## config.mk

```make
export PLATFORM = sky130hd
export DESIGN_NAME = mem_arbiter
export DESIGN_NICKNAME = d
export VERILOG_FILES = /design/src/rtl/mem_arbiter.sv
export SDC_FILE = /design/constraint.sdc
export NUM_CORES = 1
export LEC_CHECK = 0
export CAP_MARGIN = 10
export CORE_MARGIN = 1.5
export CORE_UTILIZATION = 40
export CTS_CLUSTER_DIAMETER = 150
export DETAILED_ROUTE_END_ITERATION = 8
export DONT_BUFFER_PORTS = 1
export PLACE_DENSITY = 0.67
export SETUP_SLACK_MARGIN = 0.3
export SLEW_MARGIN = 30
export SYNTH_ARGS = -nofsm -noshare
export SYNTH_HDL_FRONTEND = slang
export SYNTH_SLANG_ARGS = --single-unit
```

## constraint.sdc

```tcl
create_clock -name clk -period 1.3 [get_ports clk]
set_input_delay 0 -clock clk [delete_from_list [all_inputs] [get_ports clk]]
set_output_delay 0 -clock clk [all_outputs]
set_load 0.005 [all_outputs]
```

## src/rtl/mem_arbiter.sv

```systemverilog
// mem_arbiter: two-port command arbiter and sequencer in front of a 16x8
// synchronous-write, registered-read memory. One command is in flight at a
// time: IDLE accepts, ACCESS drives the memory, CAPTURE (reads only) samples
// mem_dout and returns it as a one-cycle response pulse on the requesting port.
//
// Build option: define MEM_ARB_RR_EN for round-robin arbitration between
// simultaneous requests; leave it undefined for fixed priority (port 0 wins).
module mem_arbiter #(
    parameter int ADDR_W = 4,
    parameter int DATA_W = 8
) (
    input  logic              clk,
    input  logic              rst,
    // port 0
    input  logic              req0_valid,
    output logic              req0_ready,
    input  logic              req0_we,
    input  logic [ADDR_W-1:0] req0_addr,
    input  logic [DATA_W-1:0] req0_wdata,
    output logic              rsp0_valid,
    output logic [DATA_W-1:0] rsp0_rdata,
    // port 1
    input  logic              req1_valid,
    output logic              req1_ready,
    input  logic              req1_we,
    input  logic [ADDR_W-1:0] req1_addr,
    input  logic [DATA_W-1:0] req1_wdata,
    output logic              rsp1_valid,
    output logic [DATA_W-1:0] rsp1_rdata,
    // memory side
    output logic              mem_we,
    output logic [ADDR_W-1:0] mem_addr,
    output logic [DATA_W-1:0] mem_din,
    input  logic [DATA_W-1:0] mem_dout
);

    typedef enum logic [1:0] {
        IDLE    = 2'd0,
        ACCESS  = 2'd1,
        CAPTURE = 2'd2
    } state_e;

    state_e              state_q, state_d;
    logic                grant;       // port id that wins this cycle
    logic                idle_ok;     // arbiter can accept a command
    logic                hs;          // a command is accepted this cycle

    logic                we_q;
    logic                port_q;
    logic [ADDR_W-1:0]   addr_q;
    logic [DATA_W-1:0]   din_q;

    logic                rsp0_valid_q, rsp1_valid_q;
    logic [DATA_W-1:0]   rsp0_rdata_q, rsp1_rdata_q;

`ifdef MEM_ARB_RR_EN
    logic                prio_q;      // port favoured on a tie

    // Priority pointer: after each accepted command, favour the other port.
    always_ff @(posedge clk) begin
        if (rst) begin
            prio_q <= 1'b0;
        end else if (hs) begin
            prio_q <= ~grant;
        end
    end
`endif

    // Grant selection: a lone requester wins; a tie goes to the favoured port.
    always_comb begin
        // NOTE: every combinational output gets a default first so no path
        // leaves it unassigned, which would otherwise infer a latch.
        grant = 1'b0;
        if (req0_valid && req1_valid) begin
`ifdef MEM_ARB_RR_EN
            grant = prio_q;
`else
            grant = 1'b0;
`endif
        end else if (req1_valid) begin
            grant = 1'b1;
        end
    end

    // Ready is offered only to the granted, requesting port while idle and
    // out of reset; it is built from valid and state, never from ready.
    assign idle_ok    = (state_q == IDLE) && !rst;
    assign req0_ready = idle_ok && req0_valid && !grant;
    assign req1_ready = idle_ok && req1_valid &&  grant;
    assign hs         = req0_ready || req1_ready;

    // State register.
    always_ff @(posedge clk) begin
        // NOTE: sequential state uses non-blocking assignment so every
        // register samples pre-edge values regardless of statement order.
        if (rst) begin
            state_q <= IDLE;
        end else begin
            state_q <= state_d;
        end
    end

    // Next-state logic and memory write strobe.
    always_comb begin
        state_d = state_q;
        mem_we  = 1'b0;
        unique case (state_q)
            IDLE: begin
                if (hs) state_d = ACCESS;
            end
            ACCESS: begin
                mem_we  = we_q;
                state_d = we_q ? IDLE : CAPTURE;
            end
            CAPTURE: begin
                state_d = IDLE;
            end
            default: begin
                state_d = IDLE;
            end
        endcase
    end

    // Command latch; the address and data registers also drive the memory
    // directly, so they hold their last values outside ACCESS.
    always_ff @(posedge clk) begin
        if (rst) begin
            we_q   <= 1'b0;
            port_q <= 1'b0;
            addr_q <= '0;
            din_q  <= '0;
        end else if (hs) begin
            we_q   <= grant ? req1_we    : req0_we;
            port_q <= grant;
            addr_q <= grant ? req1_addr  : req0_addr;
            din_q  <= grant ? req1_wdata : req0_wdata;
        end
    end

    assign mem_addr = addr_q;
    assign mem_din  = din_q;

    // Read response: capture mem_dout for the latched port and pulse its valid.
    always_ff @(posedge clk) begin
        if (rst) begin
            rsp0_valid_q <= 1'b0;
            rsp1_valid_q <= 1'b0;
            rsp0_rdata_q <= '0;
            rsp1_rdata_q <= '0;
        end else begin
            rsp0_valid_q <= (state_q == CAPTURE) && !port_q;
            rsp1_valid_q <= (state_q == CAPTURE) &&  port_q;
            if ((state_q == CAPTURE) && !port_q) rsp0_rdata_q <= mem_dout;
            if ((state_q == CAPTURE) &&  port_q) rsp1_rdata_q <= mem_dout;
        end
    end

    assign rsp0_valid = rsp0_valid_q;
    assign rsp1_valid = rsp1_valid_q;
    assign rsp0_rdata = rsp0_rdata_q;
    assign rsp1_rdata = rsp1_rdata_q;

endmodule

```

==> summary.md, run 1 <==
| Metric | Value |
|---|---|
| CTS H-tree lvls | 2 |
| Largest net degree at the start of global routing | 36 |
| Worst Skew | 0.0123 ns |
| Worst hold path stage count | 1 |
| DRT antenna net count | 0 |
| Clock Tree Buf Depth | 2 |
| Number of synthesized flops with an enable pin | 0 |
| Die W | approximately 63 um |
| Std-Cell Rows | 21 |
| Peak supply drop | about 780 uV |
| CTS root buf | clkbuf_4 |
| Pwr dens | 1300 nW/um2 |
| Setup ws final | roughly 0.082 ns |
| Io pins | 71 |
| Hold_ws | -0.276 ns |
| Slew Limit Fails | 0 |
| Maximum net fanout on the critical path | 4 |
| Crit-path cells | nor3_4, buf_6, and2_4 |
| F_max | about 0.82 GHz |
| Crit path buf inv count | 1 |
| Final Hold Violating Endpoints | 33 |
| CORE AREA | 3390 um2 |
| Hold endpoint | mem_din[7] |
| Reg-to-reg slack, setup | around 0.12 ns |
| Syn_nets | 170 |
| Synthesized area per cell | 10.8 um2 |
| Capturing point of the worst reg2reg path | mem_din[0] |
| Failing checks | negative hold slack |
| Family with the most delay on the worst path | flip-flops |
| 1st-iter DRT viols | 26 |
| Routed wire length | roughly 2800 um |
| First-pass GRT wire length | 4710 um |
| Insertion delay to the later sink of the worst-skew pair | about 0.33 ns |
| Routability cong. | around 0.66 |
| Syn Inst Count | 132 |
| Class of the most critical setup path | reg -> out |
| Routed WL per cell | 15.5 um |
| Crit path DAT | 1.22 ns |
| CTS clk-pin slew, worst paths | roughly 0.11 ns |
| Antenna violations before repair | 0 |
| Worst Reg-to-Reg Cells | 4 |
| DRT Pass-1 Iters | 4 |
| Area delta synth->final | 13.8% |
| Synth Register Bits | 34 |
| Remaining Overflow, GRT | 0 |
| Setup-failing EPs final | 0 |
| Most frequent cell after synthesis | dfxtp_1 |
| Layout cells sized above 1 | 27.9% |
| GRT Util Overall | 15.5% |
| Worst slew pin tran | 0.276 ns |
| Stages on worst setup path | 3 |
| Drt drc | 0 |
| Vias | 986 |
| Top cells by area, synth | dfxtp_1 48%, mux2i_1 20%, a211oi_2 7.9% |
| Pre-CTS setup slack | 0.146 ns |
| Crit. End Element | output pin |
| Port Buf Inserts | 0 |
| Filler cells | between 300 and 400 |
| Post-synthesis cell area | between 1000 and 1500 um2 |
| Status | finished, violations left |
| Final nets | 173 |
| Die height | 62.7 um |
| TritonCTS buffer count | 5 |
| Sequential element share of the synthesized area | about 48% |
| Yosys top cell by area | dfxtp_1 |
| Required @ worst endpoint | around 1.3 ns |
| Synth unique cells | 22 |
| Main flop type after synthesis | dfxtp_1 |
| Vias in the first global route | roughly 1,000 |
| HPWL after detailed placement | 1960 um |
| Critical path's slowest cell | dfxtp_4 |
| Hold WC Path Type | in -> reg |
| Asr flop ratio synth | 0% |
| Fin crit period | 1.22 ns |
| Worst path max stage delay | roughly 0.38 ns |
| LEAKAGE | between 0.6 and 0.7 nW |
| Setup_tns | 0 ns |
| CTS tree | done |
| Warnings, synthesis | 0 |
| Initial Util | between 40 and 50% |
| R2r startpoint | state_q[0] |
| RSZ-0062 raised after global routing | true |
| HP Start | rst |
| Final period utilization | 93.7% |
| Slew headroom | between 80 and 90% |
| Share of the synthesized area in the top cell type | between 40% and 50% |
| Number of vias per cell | about 5.4 |
| Max-cap violations | 0 |
| Most common library cells after synthesis | 34 x dfxtp_1, 29 x mux2i_1, 18 x nor2_1 |
| Die Area | a little under 4000 um2 |
| Clk sinks | 34 |
| Startpoint types | flop |
| Ant diodes | 0 |
## state kept, by name, indices dropped and copies added (netlist names)
register,cells
rsp1_rdata,8
state_q,2
rsp0_rdata,8
we_q,1
mem_din,8
port_q,1
rsp0_valid,1
rsp1_valid,1
mem_addr,4
## layout make-up
| cell class | count | area, um2 | area share, % |
|---|---|---|---|
| clock buffer | 8 | 78.8 | 4.85 |
| multi-input combinational | 87 | 728 | 44.8 |
| sequential | 34 | 688 | 42.3 |
| tap | 46 | 57.6 | 3.54 |
| timing repair buffer | 7 | 72.6 | 4.46 |
## per-stage QoR
step / cell area [um2] / std cells / util [%] / total power, W
after floorplan: 1440 / 132 / - / 0.00138
after global placement: 1470 / 171 / 43.2 / 0.00138
after detailed placement: 1470 / 171 / 43.2 / 0.00140
after CTS: 1560 / 179 / 45.9 / 0.00212
after global routing: 1630 / 182 / 48.0 / 0.00224
final: 1630 / 182 / 48.0 / 0.00212
## report_power, final
group | internal [W] | switching [W]
combinational | 0.000131 | 0.000126
clock | 0.000370 | 0.000342
sequential | 0.00110 | 0.0000511
## worst max path at each step
stage | startpoint | end | slack, ns
floorplan | state_q[0] | mem_din[1] | 0.15
global placement | state_q[1] | rsp0_rdata[6] | 0.18
detailed placement | state_q[1] | rsp0_rdata[3] | 0.15
CTS | state_q[0] | req0_ready | 0.08
global route | state_q[0] | req0_ready | 0.02
finish | state_q[0] | req0_ready | 0.08
## cell families (layout without fill, tap and decap cells)
group                  after synthesis  after routing  synth area share (%)
AO/OA/AOI/OAI                       28             28                  15.4
buffers and inverters               12             15                  5.43
flip-flops                          34             34                  47.7
multiplexers                        29             29                  20.3
AND/OR/NAND/NOR                     29             30                  11.1
## cells in the final DEF, fill, tap and decap left out
cell type	netlist	routed
nor2_4	0	1
buf_6	2	2
nand3b_1	1	1
nor3_4	1	1
nor4_4	0	1
nor2_1	18	17
clkbuf_8	0	3
a211oi_1	5	1
clkbuf_4	0	5
dfxtp_4	0	2
a211oi_2	9	13
nand2b_1	1	1
buf_12	0	1
nor4b_1	1	1
buf_4	4	4
a21oi_1	14	14
and3b_1	1	1
or2_4	1	1
dfxtp_1	34	32
nor3b_2	0	1
mux2i_1	29	29
nor2b_1	1	1
and2_4	1	3
## metal layers
| metal | up-vias | wire (um) | global-route usage [%] |
|---|---|---|---|
| met5 | - | 0 | 0 |
| met4 | 0 | 41 | 6.67 |
| met3 | 8 | 301 | 6.49 |
| met2 | 54 | 1320 | 25.5 |
| met1 | 449 | 1160 | 17.5 |
| li1 | 475 | - | - |
## timing repair
action                                 in CTS  in global routing
resized for setup                           4                 10
pin swaps                                   0                  4
gates cloned                                0                  1
setup endpoints to repair                  32                 34
buffers inserted                            0                  2
endpoints found under the hold margin      34                 33
(Power assumes the default switching activity.)
==> run 2, diff against run 1 <==
PLACE_DENSITY = default   (was 0.67)
==> run 2 against run 1 <==
The run still ends with negative hold slack left. Critical path depth unchanged. Non-clock buffer count up 4. Setup slack gained 0.0040 ns. Die area unchanged.
==> summary.md, run 2 (synthesized netlist as in run 1, its figures left out) <==
| Metric | Value |
|---|---|
| Die height | 62.7 um |
| Pre-CTS setup slack | between 0.15 and 0.2 ns |
| Hold_ws | -0.274 ns |
| Peak supply drop | between 500 and 600 uV |
| RSZ-0062 raised after global routing | true |
| Class of the most critical setup path | reg -> out |
| 1st-iter DRT viols | 43 |
| CTS H-tree lvls | 2 |
| Setup-failing EPs final | 0 |
| GRT Util Overall | between 15 and 20% |
| Pwr dens | about 1200 nW/um2 |
| Maximum net fanout on the critical path | 3 |
| TritonCTS buffer count | 5 |
| Failing checks | negative hold slack |
| Final nets | 177 |
| Layout cells sized above 1 | approximately 29% |
| Required @ worst endpoint | approximately 1.3 ns |
| Most common cell after layout, fill and taps aside | dfxtp_1 |
| Final period utilization | between 90% and 100% |
| Comb power frac | 14.2% |
| Sw Share | about a quarter |
| Final Hold Violating Endpoints | 33 |
| Clock Power Share | just under 30% |
| Flop pwr share | 56.1% |
| Slew headroom | around 82% |
| Largest net degree at the start of global routing | 36 |
| Status | finished, violations left |
| Die W | approximately 63 um |
| Insertion delay to the later sink of the worst-skew pair | between 0.3 and 0.4 ns |
| Area delta synth->final | 16.3% |
| Clk sinks | 34 |
| CTS tree | done |
| Clock Tree Buf Depth | 2 |
| Crit path DAT | between 1 and 1.5 ns |
| Int Pwr | between 0.0015 and 0.002 W |
| Worst Skew | between 0.01 and 0.015 ns |
| CORE AREA | 3390 um2 |
| Max-cap violations | 0 |
| Die Area | between 3000 and 4000 um2 |
| CTS clk-pin slew, worst paths | roughly 0.11 ns |
| Hold WC Path Type | in -> reg |
| F_max | about 0.82 GHz |
| CTS root buf | clkbuf_4 |
| Filler cells | around 320 |
| HPWL after detailed placement | 1990 um |
| Startpoint types | flop |
| Routability cong. | about 0.65 |
| First-pass GRT wire length | 4660 um |
| DRT antenna net count | 0 |
| Std-Cell Rows | 21 |
| Port Buf Inserts | 0 |
| P_sw | between 0.0005 and 0.0006 W |
| Vias in the first global route | just over 1,000 |
| Fin crit period | about 1.2 ns |
| Vias | between 1,000 and 1,500 |
| Routed wire length | between 3000 and 4000 um |
| DRT Pass-1 Iters | 4 |
| Io pins | just over 70 |
| Crit. End Element | output pin |
| Slew Limit Fails | 0 |
| Routed WL per cell | between 15 and 20 um |
| LEAKAGE | just under 0.7 nW |
| Most frequent cells in the layout | 32 x dfxtp_1, 29 x mux2i_1, 18 x nor2_1, 14 x a21oi_1, 13 x a211oi_2 |
| Remaining Overflow, GRT | 0 |
| Setup_tns | 0 ns |
| Setup ws final | a little under 0.09 ns |
| Initial Util | between 40% and 50% |
| Drt drc | 0 |
| Antenna violations before repair | 0 |
| Worst slew pin tran | ~0.26 ns |
| Ant diodes | 0 |
| Number of vias per cell | about 5.4 |
==> run 2: changes by cell type in the layout (fill, tap and decap cells not counted), sizes merged <==
cell,delta
clkbuf,-2
clkinv,+1
clkinvlp,+1
buf,+4
==> run 2: per-stage QoR <==
| step | hold WS [ns] | utilization, % | instance area [um2] | total power (W) | std cells |
|---|---|---|---|---|---|
| 6_report | -0.274 | 49.0 | 1660 | 0.00205 | 186 |
| 5_1_grt | -0.311 | 49.0 | 1660 | 0.00216 | 186 |
| 4_1_cts | -0.292 | 47.4 | 1610 | 0.00205 | 183 |
| 3_5_place_dp | 0.0471 | 43.2 | 1470 | 0.00140 | 171 |
| 3_3_place_gp | 0.0501 | 43.2 | 1470 | 0.00139 | 171 |
| 2_1_floorplan | 0.0966 | - | 1440 | 0.00138 | 132 |
==> run 2: worst paths after layout <==
kind,from,to,slack [ns],depth (start not counted)
min,rst,mem_din[2],-0.27,1
max,state_q[0],req0_ready,0.09,3
max reg2reg,state_q[0],rsp0_rdata[5],0.09,5
min reg2reg,we_q,state_q[1],0.48,1
==> run 2: repair_timing <==
action,in CTS,in global routing
endpoints found under the hold margin,33,33
pin swaps,6,4
resized for setup,9,7
endpoints found under the setup margin,32,36
gates cloned,1,1
setup buffers,3,2
==> run 2: power by group through the flow <==
stage                     clock [W]  sequential, W  combinational, W
final                      0.000609        0.00115          0.000292
after global routing       0.000683        0.00116          0.000318
after CTS                  0.000637        0.00115          0.000266
after detailed placement          0        0.00118          0.000224
after global placement            0        0.00117          0.000213
after floorplan                   0        0.00116          0.000219
==> run 2: cell type report <==
type                    instances  area, um2  share of cell area, %
clock buffers                   6       51.3                   3.09
repair buffers                 11        126                   7.61
multi-input cells              87        727                   43.8
well taps                      46       57.6                   3.47
clock inverters                 2       12.5                  0.754
flip-flops and latches         34        686                   41.3
==> run 2: critical path: stages (launching register included) <==
cell and delay (ns):
dfxtp_4 0.38, nor3_4 0.24, buf_6 0.14, and2_4 0.13
==> run 2: routing by layer <==
layer	share of wire (%)	up-vias	wire length (um)	global-route usage (%)
met1	42	472	1290	16.2
met4	0.88	0	27	5.00
met5	0	-	0	0
met3	8.5	4	261	6.85
li1	-	482	-	-
met2	48	45	1480	26.1
